[config.mk]
export PLATFORM = sky130hd
export DESIGN_NAME = fetch_pc_unit_flat
export DESIGN_NICKNAME = d
export VERILOG_FILES = /design/src/rtl/fetch_pc_unit_pkg.sv /design/src/rtl/fetch_pc_unit_if.sv /design/src/rtl/fetch_pc_unit_npc_calc.sv /design/src/rtl/fetch_pc_unit.sv /design/src/flat_wrapper.sv
export SDC_FILE = /design/constraint.sdc
export NUM_CORES = 1
export LEC_CHECK = 0
export ABC_AREA = 1
export CORE_ASPECT_RATIO = 0.7
export CORE_MARGIN = 3
export CORE_UTILIZATION = 32
export CTS_CLUSTER_SIZE = 24
export DETAILED_ROUTE_END_ITERATION = 7
export MAX_ROUTING_LAYER = met4
export PLACE_DENSITY = 0.61
export SKIP_LAST_GASP = 1
export SLEW_MARGIN = 15
export SYNTH_ARGS = -nofsm -noshare
export SYNTH_HDL_FRONTEND = slang
export SYNTH_SLANG_ARGS = --single-unit
[constraint.sdc]
create_clock -name clk -period 8 [get_ports clk]
set_input_delay 0.8 -clock clk [delete_from_list [all_inputs] [get_ports clk]]
set_output_delay 0.8 -clock clk [all_outputs]
set_load 0.02 [all_outputs]
[src/rtl/fetch_pc_unit_pkg.sv]
// Shared definitions for the IF stage of the P5 five-stage MIPS core.
//   br_type_e   : ID-stage branch/jump class driven by the decoder
//   PC_RESET    : first fetch address (start of instruction memory)
//   PC_MASK_HI  : number of upper PC+4 bits kept in a j/jal target
//   NOP         : instruction word loaded into IF/ID on reset
package fetch_pc_unit_pkg;

  typedef enum logic [2:0] {
    BR_NONE  = 3'd0,
    BR_BEQ   = 3'd1,
    BR_BNE   = 3'd2,
    BR_BGTZ  = 3'd3,
    BR_BLTZ  = 3'd4,
    BR_BOVAL = 3'd5,
    BR_J     = 3'd6,
    BR_JR    = 3'd7
  } br_type_e;

  localparam logic [31:0] PC_RESET   = 32'h0000_3000;
  localparam int unsigned PC_MASK_HI = 4;
  localparam logic [31:0] NOP        = '0;

  // Branch offset: sign-extended 16-bit word offset turned into a byte offset.
  function automatic logic [31:0] branchOffset(input logic [15:0] imm);
    return {{14{imm[15]}}, imm, 2'b00};
  endfunction

endpackage

[src/rtl/fetch_pc_unit_if.sv]
// Bundle between the IF stage and the rest of the core.
//   master : core side (IM read data, ID decode fields, comparator flags)
//   slave  : fetch_pc_unit (PC, IF/ID registers, redirect and link flags)
interface fetch_pc_unit_if;
  import fetch_pc_unit_pkg::*;

  logic [31:0] im_instr;
  br_type_e    br_type;
  logic [15:0] imm16;
  logic [25:0] instr_index;
  logic [31:0] jr_target;
  logic        cmp_zero;
  logic        cmp_gtz;
  logic        cmp_ltz;
  logic        cmp_check;
  logic [31:0] pc;
  logic [31:0] id_instr;
  logic [31:0] id_pc;
  logic        br_taken;
  logic        link_cond;

  modport master (
    output im_instr, br_type, imm16, instr_index, jr_target,
           cmp_zero, cmp_gtz, cmp_ltz, cmp_check,
    input  pc, id_instr, id_pc, br_taken, link_cond
  );

  modport slave (
    input  im_instr, br_type, imm16, instr_index, jr_target,
           cmp_zero, cmp_gtz, cmp_ltz, cmp_check,
    output pc, id_instr, id_pc, br_taken, link_cond
  );
endinterface

[src/rtl/fetch_pc_unit_npc_calc.sv]
// Combinational next-PC selection.
//   brType/cmp*   : ID branch class and comparator flags -> brTaken, linkCond
//   idPc          : PC of the instruction in ID (redirect base)
//   pc            : current IF PC (sequential base)
//   imm16, instrIndex, jrTarget : target fields
//   nextPc        : value the PC register loads on the next unstalled edge
module npc_calc
  import fetch_pc_unit_pkg::*;
#(
  parameter int unsigned PC_MASK_HI = fetch_pc_unit_pkg::PC_MASK_HI
) (
  input  br_type_e    brType,
  input  logic        cmpZero,
  input  logic        cmpGtz,
  input  logic        cmpLtz,
  input  logic        cmpCheck,
  input  logic [31:0] idPc,
  input  logic [31:0] pc,
  input  logic [15:0] imm16,
  input  logic [25:0] instrIndex,
  input  logic [31:0] jrTarget,
  output logic [31:0] nextPc,
  output logic        brTaken,
  output logic        linkCond
);

  localparam logic [31:0] HI_MASK = ~(32'hFFFF_FFFF >> PC_MASK_HI);

  logic [31:0] idPcPlus4;
  logic [31:0] brTarget;
  logic [31:0] jTarget;
  logic [31:0] target;

  // Targets are relative to the ID instruction, not to the IF PC.
  assign idPcPlus4 = idPc + 32'd4;
  assign brTarget  = idPcPlus4 + branchOffset(imm16);
  assign jTarget   = (idPcPlus4 & HI_MASK) | ({4'b0000, instrIndex, 2'b00} & ~HI_MASK);

  always_comb begin
    brTaken  = 1'b0;
    linkCond = 1'b0;
    target   = brTarget;
    unique case (brType)
      BR_BEQ:   brTaken = cmpZero;
      BR_BNE:   brTaken = !cmpZero;
      BR_BGTZ:  brTaken = cmpGtz;
      BR_BLTZ:  brTaken = cmpLtz;
      BR_BOVAL: begin
        brTaken  = cmpCheck;
        linkCond = cmpCheck;
      end
      BR_J: begin
        brTaken = 1'b1;
        target  = jTarget;
      end
      BR_JR: begin
        brTaken = 1'b1;
        target  = jrTarget;
      end
      default: brTaken = 1'b0;
    endcase
  end

  assign nextPc = brTaken ? target : pc + 32'd4;

endmodule

[src/rtl/fetch_pc_unit.sv]
// IF-stage PC register and IF/ID pipeline register (delay-slot, no flush).
//   clk, reset : single clock, synchronous active-high reset (wins over stall)
//   stall      : hold PC and IF/ID when 1
//   bus        : fetch_pc_unit_if.slave -- IM data, ID fields, comparator
//                flags in; pc, id_instr, id_pc, br_taken, link_cond out
module fetch_pc_unit
  import fetch_pc_unit_pkg::*;
#(
  parameter logic [31:0] PC_RESET   = fetch_pc_unit_pkg::PC_RESET,
  parameter int unsigned PC_MASK_HI = fetch_pc_unit_pkg::PC_MASK_HI
) (
  input  logic              clk,
  input  logic              reset,
  input  logic              stall,
  fetch_pc_unit_if.slave    bus
);

  logic [31:0] pcReg;
  logic [31:0] idInstrReg;
  logic [31:0] idPcReg;
  logic [31:0] nextPc;
  logic        brTaken;
  logic        linkCond;

  npc_calc #(.PC_MASK_HI(PC_MASK_HI)) uNpcCalc (
    .brType     (bus.br_type),
    .cmpZero    (bus.cmp_zero),
    .cmpGtz     (bus.cmp_gtz),
    .cmpLtz     (bus.cmp_ltz),
    .cmpCheck   (bus.cmp_check),
    .idPc       (idPcReg),
    .pc         (pcReg),
    .imm16      (bus.imm16),
    .instrIndex (bus.instr_index),
    .jrTarget   (bus.jr_target),
    .nextPc     (nextPc),
    .brTaken    (brTaken),
    .linkCond   (linkCond)
  );

  always_ff @(posedge clk) begin
    if (reset) begin
      pcReg      <= PC_RESET;
      idInstrReg <= NOP;
      idPcReg    <= PC_RESET;
    end else if (!stall) begin
      pcReg      <= nextPc;
      idInstrReg <= bus.im_instr;
      idPcReg    <= pcReg;
    end
  end

  assign bus.pc        = pcReg;
  assign bus.id_instr  = idInstrReg;
  assign bus.id_pc     = idPcReg;
  assign bus.br_taken  = brTaken;
  assign bus.link_cond = linkCond;

endmodule

[src/flat_wrapper.sv]
// flat-port wrapper written by rule: the top's interface ports become plain ports
module fetch_pc_unit_flat import fetch_pc_unit_pkg::*;
#(
  parameter logic [31:0] PC_RESET   = fetch_pc_unit_pkg::PC_RESET,
  parameter int unsigned PC_MASK_HI = fetch_pc_unit_pkg::PC_MASK_HI
)
  (clk, reset, stall, bus_im_instr, bus_br_type, bus_imm16, bus_instr_index, bus_jr_target, bus_cmp_zero, bus_cmp_gtz, bus_cmp_ltz, bus_cmp_check, bus_pc, bus_id_instr, bus_id_pc, bus_br_taken, bus_link_cond);
  fetch_pc_unit_if bus_i ();
  input  logic clk;
  input  logic reset;
  input  logic stall;
  input wire logic [$bits(bus_i.im_instr)-1:0] bus_im_instr;
  input wire logic [$bits(bus_i.br_type)-1:0] bus_br_type;
  input wire logic [$bits(bus_i.imm16)-1:0] bus_imm16;
  input wire logic [$bits(bus_i.instr_index)-1:0] bus_instr_index;
  input wire logic [$bits(bus_i.jr_target)-1:0] bus_jr_target;
  input wire logic [$bits(bus_i.cmp_zero)-1:0] bus_cmp_zero;
  input wire logic [$bits(bus_i.cmp_gtz)-1:0] bus_cmp_gtz;
  input wire logic [$bits(bus_i.cmp_ltz)-1:0] bus_cmp_ltz;
  input wire logic [$bits(bus_i.cmp_check)-1:0] bus_cmp_check;
  output wire logic [$bits(bus_i.pc)-1:0] bus_pc;
  output wire logic [$bits(bus_i.id_instr)-1:0] bus_id_instr;
  output wire logic [$bits(bus_i.id_pc)-1:0] bus_id_pc;
  output wire logic [$bits(bus_i.br_taken)-1:0] bus_br_taken;
  output wire logic [$bits(bus_i.link_cond)-1:0] bus_link_cond;
  assign bus_i.im_instr = bus_im_instr;
  assign bus_i.br_type = bus_br_type;
  assign bus_i.imm16 = bus_imm16;
  assign bus_i.instr_index = bus_instr_index;
  assign bus_i.jr_target = bus_jr_target;
  assign bus_i.cmp_zero = bus_cmp_zero;
  assign bus_i.cmp_gtz = bus_cmp_gtz;
  assign bus_i.cmp_ltz = bus_cmp_ltz;
  assign bus_i.cmp_check = bus_cmp_check;
  assign bus_pc = bus_i.pc;
  assign bus_id_instr = bus_i.id_instr;
  assign bus_id_pc = bus_i.id_pc;
  assign bus_br_taken = bus_i.br_taken;
  assign bus_link_cond = bus_i.link_cond;
  fetch_pc_unit #(.PC_RESET(PC_RESET), .PC_MASK_HI(PC_MASK_HI)) u_core (.clk(clk), .reset(reset), .stall(stall), .bus(bus_i));
endmodule
==> results.txt, run 1 <==
GR Overflow Total: 0
# resized after CTS: 0
Period Utilization, post-route: 0.514
Global-route wire length before repair: 48500 µm
Initial DRC Count: 893
Core ar.: 0.0229 mm²
Synth top area cells: dfxtp_1, nand2_1, nor2_1, o21ai_0, a21oi_1
Switching Share: 0.356
Clock power share: 0.302
Fin cells: 1730
Actual slew at the worst max-slew pin: 1070 ps
Most common cell in the netlist: nand2_1
Detailed placement HPWL: 25400 µm
Seq pwr share: 0.360
Die X: 189 µm
Fmax: 0.243 GHz
Flops & latches, synth: 96
Post-synth top area share: 0.255
Synth Flop Type: dfxtp_1
Number of synthesized flops with an enable pin: 0
Final Instance Area: 0.0103 mm²
Core Rows: 46
CTS Buffer Depth: 2
Critical Path AT: 3310 ps
Pin count of the biggest net entering global routing: 100
Crit path required time: 7200 ps
Inst Count DP: 1714
Routability cong.: 0.969
Design Power: 1580 µW
Unrepaired setup endpoints after global routing: false
WHS: 482 ps
Clk Latency, worst-skew pair: 350 ps
Most instantiated cells after synthesis: nand2_1, nor2_1, inv_1
Comb pwr share: 0.338
GRT Util Overall: 0.252
Nets: 1566
Vias/cell: 5.24
Clk pin slew, worst setup/hold paths: 70 ps
Hold Path Class: register to register
Post-DRT Antenna Nets: 0
Syn Area/Cell: 6.16 µm²
Vias: 9065
Clk sinks: 96
Synth cell types: 44
DRT Pass-1 Iters: 6
Pleak: 0.00433 µW
Max FO, Critical Path: 29
Antenna cells: 0
Status: completed
Area delta synth->final: 36.1%
CTS tree: built
Port Buf Inserts: 213
Final setup violating endpoints: 0
Critical path class: primary input to output port
Fill cell count: 2471
I/O pin total: 214
Power per Cell Area: 154 mW/mm²
Vias in the first global route: 8346
Switch Pwr: 562 µW
Rel. slew slack: 0.278
Placed instance area: 0.00994 mm²
Startpoint types: primary input
Setup Fix Bufs, Post-CTS: 0
Min Clock Period, post-route: 4110 ps
Die Y-Extent: 134 µm
Maximum vdd ir drop: 0.0000986 V
CTS Buf Count: 9
Syn_nets: 1377
Layout cells sized above 1: 0.0388
Final setup TNS: 0 ps
WL final: 32100 µm
Asr flop ratio synth: 0
# Max-Cap Violations: 0
Area leader, netlist: dfxtp_1
Clock root cell: clkbuf_16
Cell Area, Synth: 0.00754 mm²
Cells after Synth: 1224
DR DRC count: 0
Syn. warnings: 0
Critical path endpoint category: output port
Clock Skew: 9.95 ps
Initial Utilization: 0.329
H-tree depth: 3
Post-synthesis sequential area ratio: 0.255
WL/cell: 18.6 µm
Final hold vios: 0
Initial antenna violation count: 0
Internal cell power: 1020 µW
Die ar.: 0.0255 mm²
Hold Buf Count CTS: 0
Pins Over Slew Limit: 0
==> layer usage <==
metal	wire length (µm)	vias up	GRT usage
li1	-	4458	-
met1	15600	4191	0.372
met2	13100	396	0.357
met3	3130	20	0.0609
met4	293	0	0.0304
met5	0	-	-
==> area by class of cell <==
cell class	instances	area, µm²	share of cell area
multi-input cells	963	4990	0.487
flip-flops and latches	96	1920	0.187
inverters	125	469	0.0457
well taps	312	390	0.0380
repair buffers	218	2160	0.211
clock buffers	11	243	0.0237
clock inverters	5	78.8	0.00768
==> cell families after synthesis <==
group                    Yosys count  synth area share
flip-flops                        96             0.255
AND/OR/NAND/NOR                  617             0.355
buffers and inverters            165            0.0838
AO/OA/AOI/OAI                    263             0.190
adder cells (fa/ha/maj)           37            0.0624
XOR/XNOR                          46            0.0534
==> final timing paths <==
check	cells after the start	slack [ps]	to	from
worst max-delay path	7	3890	bus_br_taken	bus_br_type[1]
worst min-delay path	2	480	u_core.bus.id_instr[9]$_SDFFE_PP0N_	u_core.bus.id_instr[9]$_SDFFE_PP0N_
worst max register to register	20	4120	u_core.bus.pc[29]$_SDFFE_PP0N_	u_core.bus.id_pc[3]$_SDFFE_PP0N_
worst min register to register	2	480	u_core.bus.id_instr[9]$_SDFFE_PP0N_	u_core.bus.id_instr[9]$_SDFFE_PP0N_
==> per-stage QoR <==
stage	worst slack, ps	utilization
floorplan	5010	-
global placement	3980	0.434
detailed placement	3920	0.434
CTS	3910	0.448
global route	3740	0.448
finish	3890	0.448
==> critical path, stage by stage <==
cell and delay (ps):
clkdlybuf4s50_1 570, nand2_2 400, inv_2 330, nor3_1 80, nand2_1 90, buf_4 330, clkdlybuf4s50_1 690
==> cells in the final DEF (no fill, tap or decap), types with 4 or more instances in the layout <==
| cell type | instances |
|---|---|
| nor4_1 | 8 |
| nand3b_1 | 4 |
| ha_1 | 36 |
| a22oi_1 | 18 |
| clkbuf_16 | 9 |
| a21oi_1 | 103 |
| o21bai_1 | 6 |
| clkdlybuf4s50_1 | 212 |
| inv_1 | 118 |
| nor2_1 | 173 |
| nand2_2 | 6 |
| dfxtp_1 | 96 |
| xor2_1 | 33 |
| nor3_1 | 30 |
| a211oi_1 | 4 |
| nor2_4 | 5 |
| buf_4 | 5 |
| nand3_1 | 67 |
| xnor2_1 | 13 |
| or2_2 | 4 |
| nand4_1 | 27 |
| inv_2 | 7 |
| o21ai_0 | 114 |
| nand2_1 | 275 |
| o211ai_1 | 6 |
| nor2_2 | 5 |
==> sequential cells by signal, indices dropped and copies added, names as in the netlist <==
register             count
u_core.bus.pc           32
u_core.bus.id_instr     32
u_core.bus.id_pc        32
==> power by group through the flow <==
stage	Clock [µW]	Sequential, µW	Combinational, µW
CTS	488	567	531
detailed placement	0	578	527
finish	477	569	533
floorplan	0	607	252
global route	505	574	583
global placement	0	577	527
No activity file was read; power rests on OpenSTA's default activity.
==> run 2: changes to the inputs <==
clock period = 4.1 ns   (was 8 ns; I/O delays follow)
==> results.txt, run 2 (synthesis results as in run 1) <==
Nets: 1578 (+0.77%)
Clock root cell: clkbuf_16
Detailed placement HPWL: 26100 µm (+2.7%)
Clk pin slew, worst setup/hold paths: 70 ps (about the same)
CTS Buffer Depth: 2 (unchanged)
Met1 Usage GRT: 0.370 (-0.00152)
Commonest non-fill, non-tap cells in the layout: nand2_1, clkdlybuf4s50_1, nor2_1
Max FO, Critical Path: 5 (-83%)
Setup Fix Bufs, Post-CTS: 0 (unchanged)
Met2 usage: 0.362 (+0.00481)
H-tree depth: 3 (unchanged)
Area delta synth->final: 36.9%
Rel. slew slack: 0.229 (-0.0490)
Clock Skew: 10.8 ps (+0.804 ps)
Top Usage Layer GRT: met1
Placed instance area: 0.0100 mm² (+0.91%)
WL/cell: 18.7 µm (+0.77%)
Critical Path AT: 4040 ps (+730 ps)
Final setup violating endpoints: 0 (unchanged)
GR Util met3: 0.0711 (+0.0102)
Hold Buf Count CTS: 0 (unchanged)
Die Y-Extent: 134 µm (unchanged)
Core Rows: 46 (unchanged)
Startpoint types: register
Antenna cells: 0 (unchanged)
Pins Over Slew Limit: 0 (unchanged)
# Max-Cap Violations: 0 (unchanged)
I/O pin total: 214 (unchanged)
Final setup TNS: 0 ps (unchanged)
Clk sinks: 96 (unchanged)
CTS tree: built
Initial DRC Count: 1025 (+15%)
GR Overflow Total: 0 (unchanged)
FF+latch area: 0.00192 mm² (unchanged)
Final hold vios: 0 (unchanged)
Crit path required time: 4390 ps (-2810 ps)
DRT Pass-1 Iters: 5 (-1)
Multi-input gate area: 0.00500 mm² (+0.10%)
Hold Path Class: register to register
Unrepaired setup endpoints after global routing: false
Post-DRT Antenna Nets: 0 (unchanged)
Fill cell count: 2440 (-1.3%)
Vias: 9042 (-0.25%)
Reg2reg start: u_core.bus.id_pc[3]$_SDFFE_PP0N_
Maximum vdd ir drop: 0.000237 V (+140%)
Pin count of the biggest net entering global routing: 54 (-46%)
Most common cell after layout, fill and taps aside: nand2_1
Final setup margin: 352 ps (-3530 ps)
Vias in the first global route: 8392 (+0.55%)
CP startpoint: u_core.bus.id_pc[3]$_SDFFE_PP0N_
Die X: 189 µm (unchanged)
Power per Cell Area: 291 mW/mm² (+89%)
Fin util: 0.450 (+0.00257)
Critical path class: register to register
Min Clock Period, post-route: 3750 ps
Pleak: 0.00436 µW (+0.85%)
CTS Buf Count: 9 (unchanged)
Actual slew at the worst max-slew pin: 1140 ps (+72.5 ps)
Initial antenna violation count: 0 (unchanged)
Final Instance Area: 0.0103 mm² (+0.57%)
DR DRC count: 0 (unchanged)
Layout cells sized above 1: 0.0469 (+0.00807)
Vias/cell: 5.19 (-0.94%)
Hold wc startpoint: u_core.bus.id_instr[13]$_SDFFE_PP0N_
Period Utilization, post-route: 0.914
Initial Utilization: 0.329 (unchanged)
Core ar.: 0.0229 mm² (unchanged)
Routability cong.: 1.03 (+6.6%)
Die ar.: 0.0255 mm² (unchanged)
Port Buf Inserts: 213 (unchanged)
WL final: 32600 µm (+1.5%)
Fmax: 0.267 GHz
Worst R2R Setup Slack: 350 ps (-3770 ps)
Status: completed
GRT Util Overall: 0.258 (+0.00594)
Worst slack, placed: 331 ps (-3590 ps)
Global-route wire length before repair: 49300 µm (+1.6%)
Critical path endpoint category: register
Clk Latency, worst-skew pair: 360 ps (about the same)
[run 2: changes by cell type in the layout (fill, tap and decap cells not counted)]
| cell | delta |
|---|---|
| clkbuf_1 | +1 |
| buf_4 | +12 |
| bufinv_16 | -2 |
| clkinvlp_4 | +1 |
| clkbuf_8 | +1 |
| clkinv_2 | -2 |
| nor3_2 | +1 |
| clkinv_4 | +1 |
| nor3_1 | -1 |
[run 2: where the power goes]
group / switching (µW) / leakage, µW / internal, µW
registers: 99.7 / 0.000796 / 1010
logic: 616 / 0.00343 / 435
clock network: 396 / 0.000136 / 449
total: 1110 / 0.00436 / 1890
[run 2: repair_timing]
action	4_1_cts	5_1_grt
gates resized for setup	0	1
setup endpoints to repair	0	4
endpoints found under the hold margin	0	0
[run 2: final timing paths]
check	cells past startpoint	to
max	15	u_core.bus.pc[24]$_SDFFE_PP0N_
min	2	u_core.bus.id_instr[13]$_SDFFE_PP0N_
max reg2reg	15	u_core.bus.pc[24]$_SDFFE_PP0N_
min reg2reg	2	u_core.bus.id_instr[13]$_SDFFE_PP0N_
[run 2: critical path, stage by stage (launching register included)]
cell     delay [ps]
dfxtp_1         430
ha_1            280
inv_1            60
nor2_1          280
nand4_1         280
nor3_2          330
xnor2_1         170
inv_1            70
ha_1            420
nand2_1         160
nor4_1          450
o21ai_0         220
nand3_1         150
xor2_1          170
nand2_1          70
a21oi_1         120
[run 2: area by class of cell]
cell class | instances | area share
Tap cell | 312 | 0.0378
Timing Repair Buffer | 230 | 0.219
Multi-Input combinational cell | 963 | 0.484
Inverter | 125 | 0.0455
Clock inverter | 3 | 0.00243
Clock buffer | 13 | 0.0252
Sequential cell | 96 | 0.186
[run 2: stage by stage]
step	hold slack [ps]	power [µW]	std cells
2_1_floorplan	561	1680	1224
3_3_place_gp	461	2170	1726
3_5_place_dp	478	2160	1726
4_1_cts	490	3010	1742
5_1_grt	506	3170	1742
6_report	486	3000	1742
[run 2: per-layer routing]
metal  wire length, µm  up-vias
li1                  -     4484
met1             15200     4075
met2             13200      451
met3              3650       32
met4               565        0
met5                 0        -
==> run 3: changes to the inputs <==
CAP_MARGIN = 20   (was not set)
==> results of run 3 <==
Final layout, timing and power as in run 2 (identical DEF).
